===== src/rtl/sram_arb_pkg.sv =====
// Shared definitions for the SRAM extension arbiter: FSM state codes,
// read latency, requester-ID width and the command record.
package sram_arb_pkg;

   localparam int BW_DATA_DEF = 64;
   localparam int BW_ADDR_DEF = 6;

   // Cycles from command acceptance to read data on the response channel
   localparam int RD_LAT = 2;

   // Width of the owner tag carried alongside each read
   localparam int REQ_ID_W = 1;

   typedef logic [0:0] state_t;
   localparam state_t ST_INIT = 1'b0;
   localparam state_t ST_RUN  = 1'b1;

   typedef struct packed {
      logic                   we;
      logic [BW_ADDR_DEF-1:0] addr;
      logic [BW_DATA_DEF-1:0] wdata;
   } cmd_t;

endpackage


===== src/rtl/rr_arb2.sv =====
// Two-way round-robin grant. The last-grant pointer only moves when a
// grant is actually issued, so idle cycles never disturb fairness.
module rr_arb2 (
   input  logic       i_clk,
   input  logic       i_rst,
   input  logic [1:0] i_valid,
   input  logic       i_en,
   output logic [1:0] o_gnt
);

   logic r_lastGnt;

   // Lone requester wins outright; on contention the one not served last wins
   always_comb begin
      o_gnt = 2'b00;
      if (i_en) begin
         if (i_valid == 2'b11) begin
            o_gnt = r_lastGnt ? 2'b01 : 2'b10;
         end else begin
            o_gnt = i_valid;
         end
      end
   end

   // Pointer starts at 1 so requester 0 wins the first contention
   always_ff @(posedge i_clk or posedge i_rst) begin
      if (i_rst) begin
         r_lastGnt <= 1'b1;
      end else if (|o_gnt) begin
         r_lastGnt <= o_gnt[1];
      end
   end

endmodule


===== src/rtl/sram_ext_arbiter.sv =====
// Round-robin arbiter and sequencer in front of the banked single-port SRAM
// extension. Accepts at most one command per cycle, drives the SRAM pins from
// registers, and routes read data back to its owner RD_LAT cycles later.
// Optional zero-fill engine after reset: define SRAM_ARB_INIT_EN.
module sram_ext_arbiter
   import sram_arb_pkg::*;
#(
   parameter int BW_DATA = BW_DATA_DEF,
   parameter int BW_ADDR = BW_ADDR_DEF
) (
   input  logic               i_clk,
   input  logic               i_rst,
   input  logic               i_req0_valid,
   output logic               o_req0_ready,
   input  logic               i_req0_we,
   input  logic [BW_ADDR-1:0] i_req0_addr,
   input  logic [BW_DATA-1:0] i_req0_wdata,
   input  logic               i_req1_valid,
   output logic               o_req1_ready,
   input  logic               i_req1_we,
   input  logic [BW_ADDR-1:0] i_req1_addr,
   input  logic [BW_DATA-1:0] i_req1_wdata,
   output logic               o_rsp0_valid,
   output logic [BW_DATA-1:0] o_rsp0_data,
   output logic               o_rsp1_valid,
   output logic [BW_DATA-1:0] o_rsp1_data,
   output logic               o_mem_cen,
   output logic               o_mem_wen,
   output logic               o_mem_oen,
   output logic [BW_ADDR-1:0] o_mem_addr,
   output logic [BW_DATA-1:0] o_mem_wdata,
   input  logic [BW_DATA-1:0] i_mem_rdata,
   output logic               o_busy
);

   logic                             w_inInit;
   logic [BW_ADDR-1:0]               w_initAddr;
   logic                             w_arbEn;
   logic [1:0]                       w_gnt;
   logic                             w_anyGnt;
   cmd_t                             w_selCmd;
   logic [REQ_ID_W-1:0]              w_rspOwner;
   logic                             w_rspValid;
   logic [RD_LAT-1:0]                r_rdPipe;
   logic [RD_LAT-1:0][REQ_ID_W-1:0]  r_ownPipe;

`ifdef SRAM_ARB_INIT_EN
   localparam logic [BW_ADDR-1:0] ADDR_ONE  = {{(BW_ADDR-1){1'b0}}, 1'b1};
   localparam logic [BW_ADDR-1:0] ADDR_LAST = {BW_ADDR{1'b1}};

   state_t             r_state;
   logic [BW_ADDR-1:0] r_initCnt;

   // Sweep every address once after reset; the counter wrap hands over to RUN
   always_ff @(posedge i_clk or posedge i_rst) begin
      if (i_rst) begin
         r_state   <= ST_INIT;
         r_initCnt <= '0;
      end else if (r_state == ST_INIT) begin
         r_initCnt <= r_initCnt + ADDR_ONE;
         if (r_initCnt == ADDR_LAST) begin
            r_state <= ST_RUN;
         end
      end
   end

   assign w_inInit   = (r_state == ST_INIT);
   assign w_initAddr = r_initCnt;
`else
   assign w_inInit   = 1'b0;
   assign w_initAddr = '0;
`endif

   assign o_busy = w_inInit;

   // Requesters are locked out during zero-fill and while reset is held
   assign w_arbEn = ~w_inInit & ~i_rst;

   rr_arb2 u_rrArb (
      .i_clk   (i_clk),
      .i_rst   (i_rst),
      .i_valid ({i_req1_valid, i_req0_valid}),
      .i_en    (w_arbEn),
      .o_gnt   (w_gnt)
   );

   assign o_req0_ready = w_gnt[0];
   assign o_req1_ready = w_gnt[1];
   assign w_anyGnt     = |w_gnt;

   // Steer the winning requester's command towards the pin registers
   always_comb begin
      w_selCmd.we    = i_req0_we;
      w_selCmd.addr  = i_req0_addr;
      w_selCmd.wdata = i_req0_wdata;
      if (w_gnt[1]) begin
         w_selCmd.we    = i_req1_we;
         w_selCmd.addr  = i_req1_addr;
         w_selCmd.wdata = i_req1_wdata;
      end
   end

   // SRAM pins are always registered: zero-fill writes, granted commands, or idle
   always_ff @(posedge i_clk or posedge i_rst) begin
      if (i_rst) begin
         o_mem_cen   <= 1'b0;
         o_mem_wen   <= 1'b0;
         o_mem_oen   <= 1'b0;
         o_mem_addr  <= '0;
         o_mem_wdata <= '0;
      end else if (w_inInit) begin
         o_mem_cen   <= 1'b1;
         o_mem_wen   <= 1'b1;
         o_mem_oen   <= 1'b0;
         o_mem_addr  <= w_initAddr;
         o_mem_wdata <= '0;
      end else if (w_anyGnt) begin
         o_mem_cen   <= 1'b1;
         o_mem_wen   <= w_selCmd.we;
         o_mem_oen   <= ~w_selCmd.we;
         o_mem_addr  <= w_selCmd.addr;
         o_mem_wdata <= w_selCmd.wdata;
      end else begin
         o_mem_cen   <= 1'b0;
         o_mem_wen   <= 1'b0;
         o_mem_oen   <= 1'b0;
      end
   end

   // Read flag and owner tag ride alongside the SRAM access until data returns
   always_ff @(posedge i_clk or posedge i_rst) begin
      if (i_rst) begin
         r_rdPipe  <= '0;
         r_ownPipe <= '0;
      end else begin
         r_rdPipe  <= {r_rdPipe[RD_LAT-2:0], (w_anyGnt & ~w_selCmd.we)};
         r_ownPipe <= {r_ownPipe[RD_LAT-2:0], w_gnt[1]};
      end
   end

   assign w_rspValid  = r_rdPipe[RD_LAT-1];
   assign w_rspOwner  = r_ownPipe[RD_LAT-1];

   assign o_rsp0_valid = w_rspValid & (w_rspOwner == REQ_ID_W'(0));
   assign o_rsp1_valid = w_rspValid & (w_rspOwner == REQ_ID_W'(1));
   assign o_rsp0_data  = o_rsp0_valid ? i_mem_rdata : '0;
   assign o_rsp1_data  = o_rsp1_valid ? i_mem_rdata : '0;

endmodule


===== config.mk =====
export PLATFORM = sky130hd
export DESIGN_NAME = sram_ext_arbiter
export DESIGN_NICKNAME = d
export VERILOG_FILES = /design/src/rtl/sram_arb_pkg.sv /design/src/rtl/rr_arb2.sv /design/src/rtl/sram_ext_arbiter.sv
export SDC_FILE = /design/constraint.sdc
export NUM_CORES = 1
export LEC_CHECK = 0
export BUFFER_PORTS_ARGS = -buffer_cell sky130_fd_sc_hd__buf_2
export CAP_MARGIN = 5
export CORE_AREA = 2 2 162 164
export CTS_CLUSTER_DIAMETER = 100
export DETAILED_ROUTE_END_ITERATION = 6
export DIE_AREA = 0 0 164 166
export PLACE_DENSITY = 0.44
export REMOVE_ABC_BUFFERS = 1
export SYNTH_ARGS = -nofsm -noshare
export SYNTH_HDL_FRONTEND = slang
export SYNTH_SLANG_ARGS = --single-unit

===== constraint.sdc =====
create_clock -name i_clk -period 2.4 [get_ports i_clk]
set_input_delay 0.48 -clock i_clk [delete_from_list [all_inputs] [get_ports i_clk]]
set_output_delay 0.48 -clock i_clk [all_outputs]
set_load 0.03 [all_outputs]

==> Word level (Yosys, flattened, before mapping) <==
Index checks and enable logic that the tools add are counted.
{ "classes": {"n_mux": 9, "n_reduce_logical": 1, "n_eq_ne": 1, "bitwise_logic": 5} }
{ "ops": {"columns": ["cell", "n"], "rows": [
  ["$mux 64", 2],
  ["$mux 71", 1],
  ["$mux 2", 3],
  ["$and 1x1->1", 3],
  ["$mux 1", 3],
  ["$eq 2x2->1 const B", 1],
  ["$not 1->1", 2],
  ["$reduce_or 2->1", 1]
]} }
{ "word_totals": {"regBits": 78, "input_bits": 210, "out_inout_bits": 206} }

==> Logic depth before layout (Yosys ltp) <==
{ "logic_depth": {"word_depth": 6, "depth_mapped": 6, "depth_no_buf": 3} }

==> By module <==
A second synthesis with hierarchy kept.
{ "unflattened": {"hier_cells": 480, "area_unflattened_um2": 4480.5} }
{ "modules_own_cells": {"columns": ["mod", "n_inst", "seq_area_each_um2", "area_per_inst_um2", "cells_each"], "rows": [
  ["sram_ext_arbiter", 1, 1901.8, 4414.2, 471],
  ["rr_arb2", 1, 26.3, 66.3, 9]
]} }

==> Least setup slack after synthesis <==
OpenSTA, ideal clock, no wires.
{ "synth_timing": {"path_kind": "in2reg", "from": "in i_rst", "to": "reg o_mem_wdata[18]", "cell_stages": 4, "required_ns": 2.318, "setup_slack_ns": 0.218, "setup_time_ns": 0.082, "t_arrival_ns": 2.099, "n_path_buf": 1, "cell_sequence": "inv_2 -> buf_2 -> o2111ai_1 -> a31oi_1"} }
{ "synth_via": {"elab_chain_cells": 2} }
{ "synth_lines": {"columns": ["element", "line", "source"], "rows": [
  ["from (decl)", "sram_ext_arbiter.sv:12", "input logic i_rst,"],
  ["$mux 2 *", "rr_arb2.sv:16", "if (i_en) begin"],
  ["$mux 71 / $reduce_or 2->1 (equally long branches)", "sram_ext_arbiter.sv:96, sram_ext_arbiter.sv:89", null],
  ["to (signal assigned)", "sram_ext_arbiter.sv:122", "o_mem_wdata <= w_selCmd.wdata;"],
  ["to (decl)", "sram_ext_arbiter.sv:31", "output logic [BW_DATA-1:0] o_mem_wdata,"]
]} }
Every way passes the cells marked *; elsewhere a longest branch is shown, timed or not.
A chain may end at the register's enable or synchronous reset.

==> Worst setup path in the final report <==
{ "layout_timing": {"from": "reg u_rrArb.r_lastGnt", "to": "out o_req1_ready"} }
{ "layout_via": {"elab_chain_cells": 3} }
{ "layout_lines": {"columns": ["element", "line", "source"], "rows": [
  ["from (decl)", "rr_arb2.sv:11", "logic r_lastGnt;"],
  ["from (signal assigned)", "rr_arb2.sv:30", "r_lastGnt <= o_gnt[1];"],
  ["$mux 2", "rr_arb2.sv:18", "o_gnt = r_lastGnt ? 2'b01 : 2'b10;"],
  ["$mux 2", "rr_arb2.sv:17", "if (i_valid == 2'b11) begin"],
  ["$mux 2", "rr_arb2.sv:16", null],
  ["to (decl)", "sram_ext_arbiter.sv:19", "output logic o_req1_ready,"]
]} }
No other way between the ends.

==> flow_summary_export.csv <==
group,metric,value,unit
clock_network,cts-root-buf,"clkbuf_16",
synth,synth_seq_area_share,0.366,
timing,rsz0062_at_grt,"false",
die,fp.dieArea,27200,um^2
power,finalPower,4.68,mW
timing,slew_headroom,0.577,
routing,drtIter0Drc,316,
placed_design,io_buffers,414,
global_routing,grt_max_degree,73,
timing,min_period,2.09,ns
global_routing,antenna_found_initial,7,
run,drv_cap,0,
placed_design,hpwl,18500,um
synth,synth_area_leaders,"dfrtp_1, a31oi_2, o2111ai_1",
routing,drt-total-wl,25200,um
power,pwr_density_cell,591,nW/um^2
routing,post_drt_wl_per_cell,19.6,um
setup_path,required,1.92,ns
placed_design,place_congestion,0.813,
setup_path,crit_path_start_kind,"flip-flop",
timing,finalHoldViolCount,0,
synth,synth_common_cells,"dfrtp_1, nor2_1, o2111ai_1, and2_1, and3_1",
synth,mappedNetlistArea,5270,um^2
die,fp.dieW,164,um
die,core_region_area,25600,um^2
global_routing,grt_pass1_wl,36400,um
status,status,"finished clean",
global_routing,track_usage,0.176,
routing,ant_nets,0,
final_layout,multi_input_area,2940,um^2
clock_network,h-tree-depth,3,
timing,period_share,0.871,
timing,whs,0.160,ns
synth,synth_top_cell_by_area,"dfrtp_1",
clock_network,cts_num_sinks,77,
timing,worstMarginPinSlew,0.634,ns
timing,final_max_slew_viol_count,0,
timing,setup_violations,0,
setup_path,cpMaxStageDelayCell,"nor2_1",
clock_network,clock_path_buffers,2,
final_layout,areaGrowthSynthToFinish,50.4,%
routing,via_count,6066,
power,peakVddDrop,0.362,mV
die,io_pins,416,
synth,ys_ff_latch,77,
clock_network,tritoncts,"yes",
die,rows,59,
power,total_leakage_power,3.95,nW
clock_network,path_clk_slew,0.06,ns
routing,drcViolationCount,0,
clock_network,clock_latency,0.34,ns
synth,synth_top_area_share,0.361,
synth,ys.flop_type,"dfrtp_1",
routing,drt_first_pass_iters,4,
synth,yosysMostFrequentCell,"dfrtp_1",
die,die_y,166,um
setup_path,crit_fanout,2,
setup_path,cp_cell_sequence,"and2_2 > nor2_1 > buf_2",
synth,synthCells,584,
final_layout,final_area,7930,um^2
hold_path,hold_path.class,"in2async",
global_routing,grt_overflow,0,
setup_path,rrSetupSlack,0.89,ns
final_layout,fin_nets,1156,
timing,skew,0.00408,ns
synth,synth_warnings,0,
clock_network,ctsHoldBuffers,0,
placed_design,placed_area,7630,um^2
synth,avgSynthCellArea,9.03,um^2
final_layout,fillCellCount,2800,
synth,async_flop_share,1.00,
setup_path,critical_path_class,"reg2out",
setup_path,max_stage_delay,0.40,ns
clock_network,post-cts-setup-buffer-count,0,
timing,clock.fmax,0.478,GHz
setup_path,cp.arrival,1.61,ns
final_layout,layout-drive-gt1-share,0.544,
clock_network,cts_buffers,9,
synth,synth_cell_types,22,
global_routing,first_global_vias,5767,
routing,via_per_inst,4.71,
setup_path,worst_setup_path_end_kind,"output port",
die,start_util,0.206,
clock_network,ctsResizeCount,0,
synth,synth_edf_count,0,
final_layout,ff_latch_area,1930,um^2
-- final timing paths --
kind	startpoint	to	cells past startpoint
setup / recovery	u_rrArb.r_lastGnt	o_req1_ready	3
hold / removal	i_rst	o_mem_wdata[19]	2
setup reg to reg	u_rrArb.r_lastGnt	r_rdPipe[0]	4
hold reg to reg	r_ownPipe[0]	w_rspOwner	0
max in group asynchronous	i_rst	o_mem_wdata[30]	3
min in group i_clk	r_ownPipe[0]	w_rspOwner	0
-- metal layers --
metal,up-vias,track usage,wire [um]
met5,-,0,62
li1,2921,-,-
met1,2843,0.223,10600
met4,10,0.0389,250
met3,22,0.0522,2120
met2,270,0.297,12100
-- layout make-up --
cell class              instances  area share
flip-flops and latches         77       0.243
well taps                     335      0.0528
clock buffers                  11      0.0319
repair buffers                434       0.293
multi-input cells             421       0.371
clock inverters                 4     0.00599
diodes                          2    0.000631
inverters                       3     0.00205
-- state kept, by name, summed over array words and instances (netlist names) --
signal	count
o_mem_addr	6
o_mem_cen	1
o_mem_wdata	64
o_mem_wen	1
r_ownPipe	1
r_rdPipe	2
u_rrArb.r_lastGnt	1
w_rspOwner	1
-- cells in the final DEF (no fill, tap or decap), types with 2 or more instances in the layout --
cell and count:
buf_2 414, dfrtp_1 76, o2111ai_1 71, nor2_1 71
and2_1 65, and3_1 65, o21ai_0 63, a31oi_2 60
buf_4 12, a31oi_1 10, clkbuf_16 9, o21ai_1 8
buf_12 8, diode_2 2, inv_2 2, clkinv_2 2
clkbuf_8 2
-- logic make-up (layout without fill, tap and decap cells) --
family                 Yosys count  after routing  share of synthesized area
flip-flops                      77             77                      0.366
AO/OA/AOI/OAI                  216            216                      0.345
AND/OR/NAND/NOR                204            204                      0.208
other                            1              3                   0.000711
buffers and inverters           86            452                     0.0800
-- where the power goes --
group	switching, mW	internal, mW
registers	0.0984	1.47
clock network	0.557	0.854
logic	1.16	0.546
-- worst max-delay path, delay by kind of cell (launching register included) --
| family | cells | cell delay (ns) |
|---|---|---|
| and+or+nand+nor | 2 | 0.59 |
| DFF | 1 | 0.38 |
| buffers and inverters | 1 | 0.30 |
-- stage by stage --
stage	setup TNS (ns)	util	setup slack, ns	instances
final	0	0.310	0.309	1287
after global placement	0	0.298	0.384	1270
after floorplan	-226.96	-	-2.02	501
after detailed placement	0	0.298	0.397	1270
after CTS	0	0.309	0.323	1285
after global routing	0	0.309	0.255	1285
Power figures use the tool's default switching activity.
